## config.mk

```make
export PLATFORM = sky130hd
export DESIGN_NAME = usb_tx_packet
export DESIGN_NICKNAME = d
export VERILOG_FILES = /design/src/rtl/usb_pkg.sv /design/src/rtl/usb_crc16.sv /design/src/rtl/usb_tx_packet.sv
export SDC_FILE = /design/constraint.sdc
export NUM_CORES = 1
export LEC_CHECK = 0
export ABC_CLOCK_PERIOD_IN_PS = 3920
export BUFFER_PORTS_ARGS = -buffer_cell sky130_fd_sc_hd__buf_4
export CAP_MARGIN = 0
export CORE_ASPECT_RATIO = 1.25
export CORE_MARGIN = 2
export CORE_UTILIZATION = 60
export DETAILED_ROUTE_END_ITERATION = 10
export PLACE_DENSITY = 0.8
export SLEW_MARGIN = 30
export SYNTH_ARGS = -nofsm -noshare
export SYNTH_HDL_FRONTEND = slang
export SYNTH_SLANG_ARGS = --single-unit
```

## constraint.sdc

```tcl
create_clock -name clk -period 3.92 [get_ports clk]
set_clock_uncertainty 0.1 [all_clocks]
set_input_delay 0.588 -clock clk [delete_from_list [all_inputs] [get_ports clk]]
set_output_delay 0.588 -clock clk [all_outputs]
set_load 0.01 [all_outputs]
```

## src/rtl/usb_pkg.sv

```systemverilog
// Shared USB definitions: packet codes, PID nibbles, SYNC byte and the CRC16
// constants with a byte-wide update helper.
package usb_pkg;

    typedef enum logic [2:0] {
        PKT_NONE  = 3'b000,
        PKT_IN    = 3'b010,
        PKT_ACK   = 3'b011,
        PKT_DATA0 = 3'b100,
        PKT_DATA1 = 3'b101,
        PKT_NAK   = 3'b110
    } usb_packet_e;

    localparam logic [3:0] PID_IN    = 4'b1001;
    localparam logic [3:0] PID_ACK   = 4'b0010;
    localparam logic [3:0] PID_DATA0 = 4'b0011;
    localparam logic [3:0] PID_DATA1 = 4'b1011;
    localparam logic [3:0] PID_NAK   = 4'b1010;

    localparam logic [7:0]  SYNC_BYTE  = 8'h80;
    localparam logic [15:0] CRC16_INIT = 16'hFFFF;
    localparam logic [15:0] CRC16_POLY = 16'h8005;

    // Bit-reversed polynomial; data and CRC are both shifted LSB first.
    localparam logic [15:0] CRC16_POLY_REFL = 16'hA001;

    function automatic logic [7:0] pid_byte(input usb_packet_e code);
        logic [3:0] pid;
        case (code)
            PKT_IN:    pid = PID_IN;
            PKT_ACK:   pid = PID_ACK;
            PKT_DATA0: pid = PID_DATA0;
            PKT_DATA1: pid = PID_DATA1;
            PKT_NAK:   pid = PID_NAK;
            default:   pid = 4'b0000;
        endcase
        return {~pid, pid};
    endfunction

    function automatic logic [15:0] crc16_next(input logic [15:0] crc,
                                               input logic [7:0]  data);
        logic [15:0] c;
        c = crc;
        for (int i = 0; i < 8; i++) begin
            if (c[0] ^ data[i]) c = (c >> 1) ^ CRC16_POLY_REFL;
            else                c = c >> 1;
        end
        return c;
    endfunction

endpackage

```

## src/rtl/usb_crc16.sv

```systemverilog
// Byte-wide USB CRC16 register: one payload byte folded in per update cycle.
module usb_crc16
    import usb_pkg::*;
(
    input  logic        clk,
    input  logic        n_rst,
    input  logic        clear,
    input  logic        update,
    input  logic [7:0]  data_in,
    output logic [15:0] crc_out
);

    logic [15:0] crc_q;

    always_ff @(posedge clk) begin
        if (!n_rst || clear) crc_q <= CRC16_INIT;
        else if (update)     crc_q <= crc16_next(crc_q, data_in);
    end

    assign crc_out = crc_q;

endmodule

```

## src/rtl/usb_tx_packet.sv

```systemverilog
// USB transmit packet sequencer: SYNC, PID, payload, CRC16, EOP request.
// Define TX_NAK_EN to accept code 110 as a NAK handshake.
module usb_tx_packet
    import usb_pkg::*;
#(
    parameter int MAX_BYTES = 64,
    parameter int CNT_W     = 7
) (
    input  logic             clk,
    input  logic             n_rst,
    input  logic [2:0]       tx_packet,
    input  logic             tx_start,
    input  logic [CNT_W-1:0] buffer_occupancy,
    input  logic [7:0]       tx_packet_data,
    output logic             get_tx_packet_data,
    output logic [7:0]       tx_byte,
    output logic             tx_byte_valid,
    input  logic             byte_done,
    output logic             tx_eop,
    input  logic             eop_done,
    output logic             tx_busy,
    output logic             tx_done,
    output logic             tx_error,
    output logic [3:0]       state_dbg
);

    typedef enum logic [3:0] {
        ST_IDLE   = 4'd0,
        ST_SYNC   = 4'd1,
        ST_PID    = 4'd2,
        ST_FETCH  = 4'd3,
        ST_LOAD   = 4'd4,
        ST_DATA   = 4'd5,
        ST_CRC_LO = 4'd6,
        ST_CRC_HI = 4'd7,
        ST_EOP    = 4'd8,
        ST_DONE   = 4'd9
    } tx_state_e;

    tx_state_e        state, state_next;
    usb_packet_e      code_q;
    usb_packet_e      start_code;
    logic [CNT_W-1:0] count_q;
    logic [7:0]       byte_q;
    logic             byte_gap_q;
    logic             error_q;
    logic             crc_clear, crc_update;
    logic [15:0]      crc;
    logic             code_ok, start_ok, is_data_start, is_data_q;
    logic             byte_state, bd_ok;

    assign start_code    = usb_packet_e'(tx_packet);
    assign is_data_start = (start_code == PKT_DATA0) || (start_code == PKT_DATA1);
    assign is_data_q     = (code_q == PKT_DATA0) || (code_q == PKT_DATA1);

    always_comb begin
        code_ok = 1'b0;
        case (start_code)
            PKT_IN, PKT_ACK, PKT_DATA0, PKT_DATA1: code_ok = 1'b1;
`ifdef TX_NAK_EN
            PKT_NAK: code_ok = 1'b1;
`else
            PKT_NAK: code_ok = 1'b0;
`endif
            default: code_ok = 1'b0;
        endcase
    end

    assign start_ok = code_ok &&
                      (!is_data_start || (buffer_occupancy <= CNT_W'(MAX_BYTES)));

    // Serializer handshake: tx_byte is offered while tx_byte_valid=1 and held
    // unchanged until byte_done; the cycle after byte_done valid is always low,
    // and byte_done seen while valid is low is ignored.
    assign byte_state = (state == ST_SYNC) || (state == ST_PID) || (state == ST_DATA) ||
                        (state == ST_CRC_LO) || (state == ST_CRC_HI);
    assign bd_ok      = byte_done && byte_state && !byte_gap_q;

    always_ff @(posedge clk) begin
        if (!n_rst) state <= ST_IDLE;
        else        state <= state_next;
    end

    always_comb begin
        state_next         = state;
        get_tx_packet_data = 1'b0;
        crc_clear          = 1'b0;
        crc_update         = 1'b0;
        case (state)
            ST_IDLE: begin
                if (tx_start && start_ok) begin
                    state_next = ST_SYNC;
                    crc_clear  = 1'b1;
                end
            end
            ST_SYNC:   if (bd_ok) state_next = ST_PID;
            ST_PID: begin
                if (bd_ok) begin
                    if (is_data_q) state_next = (count_q != '0) ? ST_FETCH : ST_CRC_LO;
                    else           state_next = ST_EOP;
                end
            end
            ST_FETCH: begin
                get_tx_packet_data = 1'b1;
                state_next         = ST_LOAD;
            end
            ST_LOAD: begin
                crc_update = 1'b1;
                state_next = ST_DATA;
            end
            ST_DATA:   if (bd_ok) state_next = (count_q != '0) ? ST_FETCH : ST_CRC_LO;
            ST_CRC_LO: if (bd_ok) state_next = ST_CRC_HI;
            ST_CRC_HI: if (bd_ok) state_next = ST_EOP;
            ST_EOP:    if (eop_done) state_next = ST_DONE;
            ST_DONE:   state_next = ST_IDLE;
            default:   state_next = ST_IDLE;
        endcase
    end

    // Byte register is loaded on the transition into each byte state, so the
    // value is already in place when valid rises.
    always_ff @(posedge clk) begin
        if (!n_rst) begin
            code_q     <= PKT_NONE;
            count_q    <= '0;
            byte_q     <= '0;
            byte_gap_q <= 1'b0;
            error_q    <= 1'b0;
        end else begin
            error_q    <= tx_start && (state == ST_IDLE) && !start_ok;
            byte_gap_q <= bd_ok;
            case (state)
                ST_IDLE: begin
                    if (tx_start && start_ok) begin
                        code_q  <= start_code;
                        count_q <= is_data_start ? buffer_occupancy : '0;
                        byte_q  <= SYNC_BYTE;
                    end
                end
                ST_SYNC: if (bd_ok) byte_q <= pid_byte(code_q);
                ST_PID, ST_DATA: begin
                    if (bd_ok && state_next == ST_CRC_LO) byte_q <= ~crc[7:0];
                end
                ST_LOAD: begin
                    byte_q  <= tx_packet_data;
                    count_q <= count_q - CNT_W'(1);
                end
                ST_CRC_LO: if (bd_ok) byte_q <= ~crc[15:8];
                default: ;
            endcase
        end
    end

    usb_crc16 u_crc16 (
        .clk     (clk),
        .n_rst   (n_rst),
        .clear   (crc_clear),
        .update  (crc_update),
        .data_in (tx_packet_data),
        .crc_out (crc)
    );

    assign tx_byte_valid = byte_state && !byte_gap_q;
    assign tx_byte       = tx_byte_valid ? byte_q : 8'h00;
    assign tx_eop        = (state == ST_EOP);
    assign tx_busy       = (state != ST_IDLE);
    assign tx_done       = (state == ST_DONE);
    assign tx_error      = error_q;
    assign state_dbg     = state;

endmodule
```

==> Word level (Yosys, flattened, before mapping) <==
Index checks and enable logic that the tools add are counted.
W data, S select, Z words.
{ "classes": {"bitwise_logic": 19, "eq_ne": 23, "n_reduce_logical": 30, "n_addsub": 1, "order_cmp": 1, "n_mux": 50} }
{ "op_table": {"columns": ["operator", "n"], "rows": [
  ["$mux W16", 22],
  ["$mux W4", 11],
  ["$mux W8", 5],
  ["$pmux W8 S5", 1],
  ["$pmux W4 S9", 1],
  ["$not A2 Y3", 8],
  ["$eq A4 B3 Y1 const B", 5],
  ["$pmux W4 S5", 1],
  ["$not A8 Y8", 2],
  ["$eq A3 B3 Y1 const B", 5],
  ["$mux W7", 2],
  ["$pmux W7 S2", 1],
  ["$eq A3 B2 Y1 const B", 4],
  ["$eq A4 B2 Y1 const B", 2],
  ["$eq A4 B4 Y1 const B", 2],
  ["$logic_and A1 B1 Y1", 8],
  ["$logic_or A1 B1 Y1", 8],
  ["$ne A2 B2 Y1 const B", 4],
  ["$xor A1 B1 Y1", 8],
  ["$le A7 B7 Y1 const B", 1],
  ["$reduce_bool A7 Y1", 1],
  ["$sub A7 B1 Y7 const B", 1],
  ["$mux W1", 5],
  ["$reduce_and A5 Y1", 1],
  ["other kinds (11)", 15]
]} }
{ "totals": {"regBits": 40, "wordCells": 131, "out_inout_bits": 18, "inputBits": 23} }

==> Longest topological paths before layout <==
Gate-level depths: netlist of run 1.
{ "logic_depth": {"ltp_word": 36, "ltp_mapped": 9, "ltp_nobuf": 8} }

==> Modules after synthesis <==
A second synthesis of run 1 with hierarchy kept.
{ "hier_totals": {"hier_cells": 321, "hier_area_um2": 2635.0} }
{ "modules_own_cells": {"columns": ["mod", "seq_area_each_um2", "cells_each", "area_per_inst_um2", "n_inst"], "rows": [
  ["usb_tx_packet", 480.5, 234, 1825.5, 1],
  ["usb_crc16", 320.3, 87, 809.5, 1]
]} }

==> Worst setup path before layout of run 1 <==
OpenSTA, ideal clock, no wires.
{ "synth_path": {"path_kind": "register to register", "from": "reg count_q[0]", "to": "reg byte_q[3]", "slack_ps": 1388, "path_buffers": 1, "path_stages_with_launch": 10, "setup_time_ps": 119, "required_ps": 3701, "arrival_time_ps": 2313, "synth_period_minus_slack_ps": 2532, "cell_sequence": "dfxtp_1 > inv_1 > ha_1 > or3b_4 > or3_4 > a2111o_1 > or3_1 > buf_2 > a21oi_1 > nor3_1"} }
{ "synth_via": {"elab_chain_len": 9, "word_cells_on_any_way": 10, "classes_between": "eq/ne (2); mux (5); reduce/logical (3)"} }
{ "synth_lines": {"columns": ["item", "line_no", "source"], "rows": [
  ["from (decl)", "usb_tx_packet.sv:43", "logic [CNT_W-1:0] count_q;"],
  ["from (signal assigned)", "usb_tx_packet.sv:136", "count_q <= is_data_start ? buffer_occupancy : '0;"],
  ["from (signal assigned)", "usb_tx_packet.sv:146", "count_q <= count_q - CNT_W'(1);"],
  ["$reduce_bool A7 Y1 (*)", "usb_tx_packet.sv:99, usb_tx_packet.sv:111", null],
  ["$mux W3 (*)", "usb_tx_packet.sv:99, usb_tx_packet.sv:111", null],
  ["$mux W4", "usb_tx_packet.sv:99", "if (is_data_q) state_next = (count_q != '0) ? ST_FETCH : ST_CRC_LO;"],
  ["$mux W4", "usb_tx_packet.sv:98", "if (bd_ok) begin"],
  ["$pmux W4 S9 (*)", "usb_tx_packet.sv:89", "case (state)"],
  ["$eq A4 B3 Y1 (*)", "usb_tx_packet.sv:142", "if (bd_ok && state_next == ST_CRC_LO) byte_q <= ~crc[7:0];"],
  ["$logic_and A1 B1 Y1 (*)", "usb_tx_packet.sv:142", null],
  ["$ne A2 B2 Y1 (no source line) (*)", null, null],
  ["$reduce_and A5 Y1 (no source line) (*)", null, null],
  ["to (signal assigned)", "usb_tx_packet.sv:140", "ST_SYNC: if (bd_ok) byte_q <= pid_byte(code_q);"],
  ["to (signal assigned)", "usb_tx_packet.sv:142", null],
  ["to (signal assigned)", "usb_tx_packet.sv:145", "byte_q <= tx_packet_data;"],
  ["to (decl)", "usb_tx_packet.sv:44", "logic [7:0] byte_q;"]
]} }
Every way passes the cells marked *; elsewhere a longest branch is shown, timed or not.
A chain may end at the register's enable or synchronous reset.

==> Final worst setup path of run 1 <==
{ "layout_path": {"from": "reg count_q[0]", "to": "reg byte_q[0]"} }
The elaborated chain is that of the path after synthesis.

==> reports/metrics.yaml, run 1 <==
floorplan:
  start_util_pct: 63.3
  dieArea_um2: 4550
  die_x_um: 60.7
  die_h_um: 74.9
  num_rows: 25
  io-pin-count: 41
  core_area_um2: 3820
placement:
  place.gp.congestion: 0.831
  io_buffers: 40
  dp.cells: 391
  place_area_um2: 2720
  hpwl_mm: 4.31
clock_tree:
  post_cts_resized: 0
  cts_buffer_depth: 2
  clock-sinks: 40
  cts_hold_buf: 0
  cts_buffers: 5
  htree_levels: 2
  post_cts_buffers: 0
  clk_latency_ns: 0.30
  clk_pin_slew_ns: 0.08
  tritoncts: "built"
  cts_root_buf: "clkbuf_8"
timing:
  post-route-period-util_pct: 74.2
  worst_pin_slew_ns: 0.701
  min_period_ns: 2.91
  slew_headroom_pct: 53.2
  tns_ns: 0
  rsz0062_at_grt: "false"
  setup_viol: 0
  hold_viol: 0
  fmax_mhz: 344
  drv_slew: 0
synth:
  ys_seq_elements: 40
  syn_area_um2: 2410
  yosysSeqAreaShare_pct: 33.2
  ys.flop_type: "dfxtp_1"
  ys_types: 53
  syn_avg_cell_area_um2: 7.79
  async_flop_share_pct: 0
  synth_edf_count: 0
  synth_nets: 334
  synth_warnings: 0
  synthCells: 310
final_layout:
  num_antenna_cells: 0
  nNetsFinal: 368
  final-seq-area_um2: 801
  fill_cells: 331
  multi_input_area_um2: 1480
  area_delta_synth_final_pct: 17.3
  final_area_um2: 2830
  finalNonFillerCells: 399
  layout-drive-gt1-share_pct: 17.4
grt:
  grt_max_degree: 29
  grt_pass1_vias: 2128
  antenna_found_initial: 0
  grt_overflow: 0
  track_usage_pct: 28.7
  grt_pass1_wl_mm: 9.90
detailed_routing:
  post_drt_wl_per_cell_um: 15.0
  vias: 2352
  vias_per_cell: 5.89
  routed_wl_mm: 5.98
  drc: 0
  drt_first_pass_iters: 4
  ant_nets: 0
  drt-initial-drc-count: 215
worst_setup_path:
  cp.required_ns: 4.02
  rr_endpoint: "byte_q[0]"
  r2r-start: "count_q[0]"
  r2r_cells: 8
  crit_path_start_kind: "register"
  crit_type: "register to register"
  ff2ff_setup_slack_ns: 1.01
  endpoint_kind: "register"
  path_max_fanout: 11
  critPathArrivalTime_ns: 3.01
hold_path:
  min_path_cells: 2
  hp-class: "register to register"
  whs_endpoint: "byte_q[6]"
  min_from: "byte_q[6]"
run:
  maxCapViolCount: 0
power_and_ir_drop:
  power_uw: 917
  cellLeakagePower_nw: 1.18
  power_density_nw_per_um2: 324
  peakVddDrop_mv: 0.271
run_status:
  run_status: "complete, no violations"
layout make-up:
cell class / instances / area share, %
clock buffer: 5 / 2.43
tap: 54 / 2.39
multi-input combinational: 243 / 52.3
sequential: 40 / 28.3
inverter: 9 / 1.19
timing repair buffer: 45 / 11.9
clock inverter: 3 / 1.50
layer usage:
metal,global-route usage [%],vias up,wire length (um)
li1,-,1173,-
met4,11.4,0,113
met3,4.81,10,308
met2,46.0,73,2990
met1,38.2,1096,2570
met5,0,-,0
registers in the layout (all words and copies together) (netlist names):
signal,count
code_q,3
byte_q,8
count_q,7
tx_error,1
state_dbg,4
u_crc16.crc_out,16
byte_gap_q,1
worst max-delay path, stage by stage, from the launching register on:
cell and delay [ns]:
dfxtp_1 0.33, inv_1 0.07, ha_1 0.17, or3b_4 0.39
or3_4 0.36, a2111o_1 0.42, nor3_2 0.55, o221ai_1 0.24
o311a_1 0.17
cell usage in the layout, fill, tap and decap left out, types with 2 or more instances in the layout:
cell       n
nor2b_1    5
o22ai_1    3
a22oi_1    2
o221ai_1   5
a21oi_1   18
o21ai_0   15
xor2_1     5
o311a_1    4
dfxtp_1   40
and2_1    11
o21a_1     3
a222oi_1   3
nand3_1   11
nand2_1   43
clkbuf_8   5
nor2_1    22
a31oi_1    6
a211oi_1   2
buf_4     45
o211ai_1  12
inv_1      8
nor3_1    18
nand2b_1   9
xnor2_1   21
cells by family after synthesis:
| group | synth area share [%] |
|---|---|
| AOI/OAI and AO/OA | 22.5 |
| xor gates and xnor gates | 10.4 |
| adders and majority gates | 0.518 |
| buffers and inverters | 5.54 |
| DFF | 33.2 |
| muxes | 0.415 |
| and+or+nand+nor | 27.5 |
per-stage QoR:
stage / utilization [%] / hold WS [ns] / setup slack [ns]
3_3_place_gp: 71.3 / 0.350 / 1.10
4_1_cts: 74.2 / 0.374 / 1.01
3_5_place_dp: 71.3 / 0.362 / 1.02
5_1_grt: 74.2 / 0.417 / 0.800
2_1_floorplan: - / 0.339 / 1.39
6_report: 74.2 / 0.379 / 1.01
Yosys cell counts, drive strengths merged, types with 2 or more instances:
master / count / area share, %
o221ai: 5 / 1.8
nor2b: 5 / 1.3
a211oi: 2 / 0.62
o311a: 4 / 1.7
a31oi: 6 / 1.6
a22oi: 2 / 0.62
nand2: 43 / 6.7
xor2: 5 / 1.8
inv: 8 / 1.2
a222oi: 3 / 1.2
nor2: 22 / 3.4
xnor2: 21 / 7.6
o21ai: 16 / 3.3
o22ai: 3 / 0.78
a21oi: 18 / 3.7
clkbuf: 12 / 2.0
buf: 6 / 2.1
nor3: 19 / 4.1
or3: 3 / 1.0
dfxtp: 40 / 33
nand3: 11 / 2.3
and2: 11 / 2.8
nand2b: 9 / 2.3
o211ai: 12 / 3.7
o21a: 3 / 0.93
power by group:
part | internal [mW] | leakage [nW] | total [mW] | switching [mW]
sequential | 0.416 | 0.325 | 0.426 | 0.00930
combinational | 0.0698 | 0.801 | 0.144 | 0.0746
clock | 0.188 | 0.0541 | 0.347 | 0.158
worst max path at each step:
stage                           from   endpoint  depth (start not counted)
final                     count_q[0]  byte_q[0]                          8
after floorplan           count_q[0]  byte_q[3]                          9
after CTS                 count_q[0]  byte_q[0]                          8
after global placement    count_q[0]  byte_q[0]                          8
after global routing      count_q[0]  byte_q[0]                          8
after detailed placement  count_q[0]  byte_q[0]                          8
Note: power is estimated with default switching activity, not from simulation.
==> inputs of run 2 (changes only) <==
ABC_CLOCK_PERIOD_IN_PS = 2600   (was 3920)
CORE_UTILIZATION = 51   (was 60)
PLACE_DENSITY = 0.72   (was 0.8)
clock period = 2.6 ns   (was 3.92 ns; I/O delays follow)
==> run 2 against run 1 <==
Effect of this change:
- global-route usage is 4.3 points lower
- critical path type unchanged
- setup slack worse by 0.91 ns
- critical endpoint is now byte_q[4]
- via count is essentially flat
==> reports/metrics.yaml, run 2 (synthesis gave the netlist of run 1 again) <==
clock_tree:
  tritoncts: "built"  # unchanged
  clk_latency_ns: 0.29  # was 0.30 ns
  clock-sinks: 40  # unchanged
  cts_root_buf: "clkbuf_8"  # unchanged
  clk_pin_slew_ns: 0.08  # about the same
  cts_hold_buf: 0  # unchanged
  cts_buffer_depth: 2  # unchanged
  cts_buffers: 5  # unchanged
  htree_levels: 2  # unchanged
power_and_ir_drop:
  cellLeakagePower_nw: 1.25  # was 1.18 nW
  power_density_nw_per_um2: 496  # was 324 nW/um^2
  power_mw: 1.46  # was 917 uW
  peakVddDrop_mv: 0.487  # was 0.271 mV
run:
  maxCapViolCount: 0  # unchanged
timing:
  post-route-period-util_pct: 96.2  # was 74.2%
  rsz0062_at_grt: "false"  # unchanged
  min_period_ns: 2.50  # was 2.91 ns
  fmax_mhz: 400  # was 344 MHz
  hold_viol: 0  # unchanged
  worst_pin_slew_ns: 0.616  # was 0.701 ns
  drv_slew: 0  # unchanged
  setup_viol: 0  # unchanged
  slew_headroom_pct: 58.5  # was 53.2%
detailed_routing:
  post_drt_wl_per_cell_um: 14.8  # was 15.0 um
  wl_met2_mm: 3.03  # was 2.99 mm
  drt-initial-drc-count: 165  # was 215
  ant_nets: 0  # unchanged
  highest_layer: "met4"  # unchanged
  drt_first_pass_iters: 4  # unchanged
  vias: 2351  # was 2352
  routed_wl_mm: 6.14  # was 5.98 mm
  wl_met1_mm: 2.73  # was 2.57 mm
  vias_per_cell: 5.65  # was 5.89
  drc: 0  # unchanged
  wl_met3_um: 304  # was 308 um
final_layout:
  largest_reg_flops: 16  # unchanged
  fill_cells: 435  # was 331
  layout_commonest_cell: "buf_4"  # unchanged
  fin_util_pct: 63.4  # was 74.2%
  final_cell_mix: "buf_4, nand2_1, dfxtp_1"  # unchanged
  num_antenna_cells: 0  # unchanged
  nNetsFinal: 380  # was 368
  layout-drive-gt1-share_pct: 20.5  # was 17.4%
  area_delta_synth_final_pct: 22.3  # was 17.3%
floorplan:
  core_area_um2: 4660  # was 3820 um^2
  dieArea_um2: 5300  # was 4550 um^2
  num_rows: 28  # was 25
  start_util_pct: 51.8  # was 63.3%
  io-pin-count: 41  # unchanged
  die_h_um: 80.9  # was 74.9 um
  die_x_um: 65.5  # was 60.7 um
grt:
  grt_pass1_wl_mm: 10.2  # was 9.90 mm
  track_usage_pct: 24.4  # was 28.7%
  grt_pass1_vias: 2239  # was 2128
  grt_max_degree: 28  # was 29
  grt_overflow: 0  # unchanged
  antenna_found_initial: 0  # unchanged
worst_setup_path:
  crit_start: "count_q[0]"  # unchanged
  r2r-start: "count_q[0]"  # unchanged
  path_common_cell: "or3_4"
  crit_end: "byte_q[4]"  # was byte_q[0]
  max_stage_delay_ns: 0.44  # was 0.55 ns
  rr_endpoint: "byte_q[4]"  # was byte_q[0]
  crit_family: "simple AND/OR/NAND/NOR gates"  # unchanged
  worstPathCellList: "inv_1, ha_2, or3b_4, or3_4, a2111o_1, or3_4, a21oi_1, nor3_1"  # was inv_1, ha_1, or3b_4, or3_4, a2111o_1, nor3_2, o221ai_1, o311a_1
  path_buf_inv: 1  # unchanged
  crit_type: "register to register"  # unchanged
  crit_slowest_cell: "or3_4"  # was nor3_2
  critPathArrivalTime_ns: 2.59  # was 3.01 ns
  path_max_fanout: 6  # was 11
  cp.required_ns: 2.69  # was 4.02 ns
  crit_path_start_kind: "register"  # unchanged
  ff2ff_setup_slack_ns: 0.1  # was 1.01 ns
  worst-path-stages: 8  # unchanged
  r2r_cells: 8  # unchanged
  endpoint_kind: "register"  # unchanged
placement:
  io_buffers: 40  # unchanged
  place.gp.congestion: 0.882  # was 0.831
  hpwl_mm: 4.53  # was 4.31 mm
run_status:
  run_status: "complete, no violations"  # unchanged
hold_path:
  hp-class: "input port to register"  # was register to register
==> run 2: worst register-to-register path, stage by stage (launching register included) <==
cell and delay, ns:
dfxtp_1 0.32, inv_1 0.09, ha_2 0.18, or3b_4 0.38, or3_4 0.34, a2111o_1 0.34
or3_4 0.44, a21oi_1 0.15, nor3_1 0.07
==> run 2: cell type report <==
class | instances | area [um^2] | area share, %
Inverter | 9 | 33.8 | 1.14
Clock inverter | 2 | 60.1 | 2.03
Clock buffer | 5 | 68.8 | 2.33
Tap cell | 60 | 75.1 | 2.54
Timing Repair Buffer | 57 | 428 | 14.5
Sequential cell | 40 | 801 | 27.1
Multi-Input combinational cell | 243 | 1490 | 50.4
==> run 2: per-layer routing <==
| layer | vias up | GRT usage, % |
|---|---|---|
| met5 | - | 0 |
| met4 | 0 | 7.71 |
| met3 | 6 | 4.29 |
| met2 | 58 | 42.8 |
| met1 | 1093 | 30.4 |
| li1 | 1194 | - |
==> run 2: worst min path at each step <==
stage,startpoint,to,depth (start not counted)
floorplan,byte_q[6],byte_q[6],2
global placement,byte_q[6],byte_q[6],2
detailed placement,byte_q[6],byte_q[6],2
CTS,tx_packet[0],code_q[0],3
global route,tx_packet[0],code_q[0],3
finish,tx_packet[0],code_q[0],3
==> run 2: timing repair <==
item / CTS / global route
setup endpoints to repair: 4 / 8
resized for setup: 1 / 1
gates cloned: 0 / 0
buffers inserted: 1 / 0
pin swaps: 0 / 5
==> run 2: stage by stage <==
stage                     setup TNS, ns  std cells  setup slack, ns  cell area, um^2  hold slack, ns
after floorplan                       0        310           0.0680             2410           0.339
after global placement                0        408           0.0371             2810           0.348
after detailed placement        -0.0484        408          -0.0210             2810           0.360
after CTS                             0        416          0.00508             2950           0.229
after global routing                  0        416           0.0106             2950           0.230
final                                 0        416           0.0988             2950           0.241
==> run 2: where the power goes <==
group          switching (mW)  internal [mW]
Combinational           0.116          0.113
Clock                   0.218          0.378
Sequential             0.0118          0.628
==> inputs of run 3 (changes only) <==
ABC_CLOCK_PERIOD_IN_PS = 2850   (was 2600)
CORE_UTILIZATION = 56   (was 51)
PLACE_DENSITY = 0.76   (was 0.72)
clock period = 2.85 ns   (was 2.6 ns; I/O delays follow)
==> run 3 against run 2 <==
Effect of this change:
- critical endpoint unchanged
- maximum frequency decreased by 6.8%
- first-iteration DRC count increased by 15%
- routed wire length decreased by 2.8%
- register-to-register slack improved by 0.07 ns
- core utilization increased by 6.1 points
- die area decreased by 8.4%
- critical path depth unchanged
==> reports/metrics.yaml, run 3 (synthesis gave the netlist of run 1 again) <==
floorplan:
  core_area_um2: 4130  # was 4660 um^2
  dieArea_um2: 4860  # was 5300 um^2
  num_rows: 26  # was 28
  die_x_um: 62.7  # was 65.5 um
  io-pin-count: 41  # unchanged
  start_util_pct: 58.4  # was 51.8%
  die_h_um: 77.4  # was 80.9 um
timing:
  setup_viol: 0  # unchanged
  rsz0062_at_grt: "false"  # unchanged
  post-route-period-util_pct: 94.2  # was 96.2%
  fmax_mhz: 373  # was 400 MHz
  worst_pin_slew_ns: 0.648  # was 0.616 ns
  tns_ns: 0  # unchanged
  min_period_ns: 2.68  # was 2.50 ns
  slew_headroom_pct: 56.4  # was 58.5%
  hold_viol: 0  # unchanged
  drv_slew: 0  # unchanged
  whs_ns: 0.271  # was 0.241 ns
run:
  maxCapViolCount: 0  # unchanged
clock_tree:
  cts_buffers: 5  # unchanged
  post_cts_buffers: 0  # was 1
  tritoncts: "built"  # unchanged
  cts_root_buf: "clkbuf_8"  # unchanged
  cts_buffer_depth: 2  # unchanged
  clk_latency_ns: 0.29  # about the same
  htree_levels: 2  # unchanged
  clock-sinks: 40  # unchanged
  clk_pin_slew_ns: 0.07  # was 0.08 ns
  cts_hold_buf: 0  # unchanged
  post_cts_resized: 0  # was 1
final_layout:
  final_cell_mix: "buf_4, nand2_1, dfxtp_1"  # unchanged
  layout-drive-gt1-share_pct: 18.8  # was 20.5%
  fin_util_pct: 69.5  # was 63.4%
  layout_commonest_cell: "buf_4"  # unchanged
  area_delta_synth_final_pct: 18.9  # was 22.3%
  largest_reg_flops: 16  # unchanged
  num_antenna_cells: 0  # unchanged
  nNetsFinal: 375  # was 380
placement:
  place.gp.congestion: 0.862  # was 0.882
  io_buffers: 40  # unchanged
  hpwl_mm: 4.42  # was 4.53 mm
detailed_routing:
  post_drt_wl_per_cell_um: 14.7  # was 14.8 um
  vias: 2352  # was 2351
  ant_nets: 0  # unchanged
  drc: 0  # unchanged
  vias_per_cell: 5.78  # was 5.65
  routed_wl_mm: 5.97  # was 6.14 mm
  drt_first_pass_iters: 4  # unchanged
  drt-initial-drc-count: 190  # was 165
power_and_ir_drop:
  cellLeakagePower_nw: 1.21  # was 1.25 nW
  power_density_nw_per_um2: 415  # was 496 nW/um^2
  peakVddDrop_mv: 0.308  # was 0.487 mV
  power_mw: 1.19  # was 1.46 mW
grt:
  grt_pass1_wl_mm: 10.3  # was 10.2 mm
  grt_overflow: 0  # unchanged
  grt_max_degree: 28  # unchanged
  grt_pass1_vias: 2184  # was 2239
  track_usage_pct: 26.4  # was 24.4%
  antenna_found_initial: 0  # unchanged
hold_path:
  hp-class: "input port to register"  # unchanged
worst_setup_path:
  max_stage_delay_ns: 0.49  # was 0.44 ns
  crit_slowest_cell: "or3_1"  # was or3_4
  endpoint_kind: "register"  # unchanged
  crit_type: "register to register"  # unchanged
  cp.required_ns: 2.93  # was 2.69 ns
  path_max_fanout: 6  # unchanged
  critPathArrivalTime_ns: 2.77  # was 2.59 ns
  worstPathCellList: "inv_1, ha_1, or3b_4, or3_4, a2111o_1, or3_1, a21oi_1, nor3_1"  # was inv_1, ha_2, or3b_4, or3_4, a2111o_1, or3_4, a21oi_1, nor3_1
  path_buf_inv: 1  # unchanged
  ff2ff_setup_slack_ns: 0.17  # was 0.1 ns
  crit_family: "simple AND/OR/NAND/NOR gates"  # unchanged
  crit_path_start_kind: "register"  # unchanged
run_status:
  run_status: "complete, no violations"  # unchanged
==> run 3: layout make-up <==
class | instances | area [um^2]
clock buffers | 7 | 96.3
fillers | 381 | 1260
inverters | 9 | 33.8
multi-input cells | 243 | 1480
flip-flops and latches | 40 | 801
well taps | 56 | 70.1
repair buffers | 52 | 390
==> run 3: worst register-to-register path, cell delays in order, from the launching register on <==
cell	delay (ns)
dfxtp_1	0.32
inv_1	0.07
ha_1	0.18
or3b_4	0.39
or3_4	0.36
a2111o_1	0.42
or3_1	0.49
a21oi_1	0.19
nor3_1	0.06
==> run 3: metrics by stage <==
stage	area (um^2)	worst slack (ns)	cells
after floorplan	2410	0.318	310
after detailed placement	2780	0.182	400
after global routing	2870	0.0416	407
final	2870	0.166	407
after CTS	2870	0.176	407
after global placement	2780	0.253	400
==> run 3: path summary, 6_finish.rpt <==
kind                     to          from  depth (start not counted)
setup / recovery  byte_q[4]    count_q[0]                          8
hold / removal    code_q[0]  tx_packet[0]                          3
hold reg to reg   byte_q[6]     byte_q[6]                          2
setup reg to reg  byte_q[4]    count_q[0]                          8
==> run 3: where the power goes <==
group	internal, mW	total [mW]	switching, mW	leakage, nW
logic	0.100	0.205	0.105	0.836
clock network	0.215	0.404	0.188	0.0503
registers	0.573	0.584	0.0116	0.325
total	0.888	1.19	0.304	1.21
==> run 3: routing by layer <==
layer	wire length [um]	vias up	global-route usage (%)
met5	0	-	0
met4	140	0	11.1
met3	290	15	4.64
met2	2860	72	43.1
met1	2680	1079	34.3
li1	-	1186	-
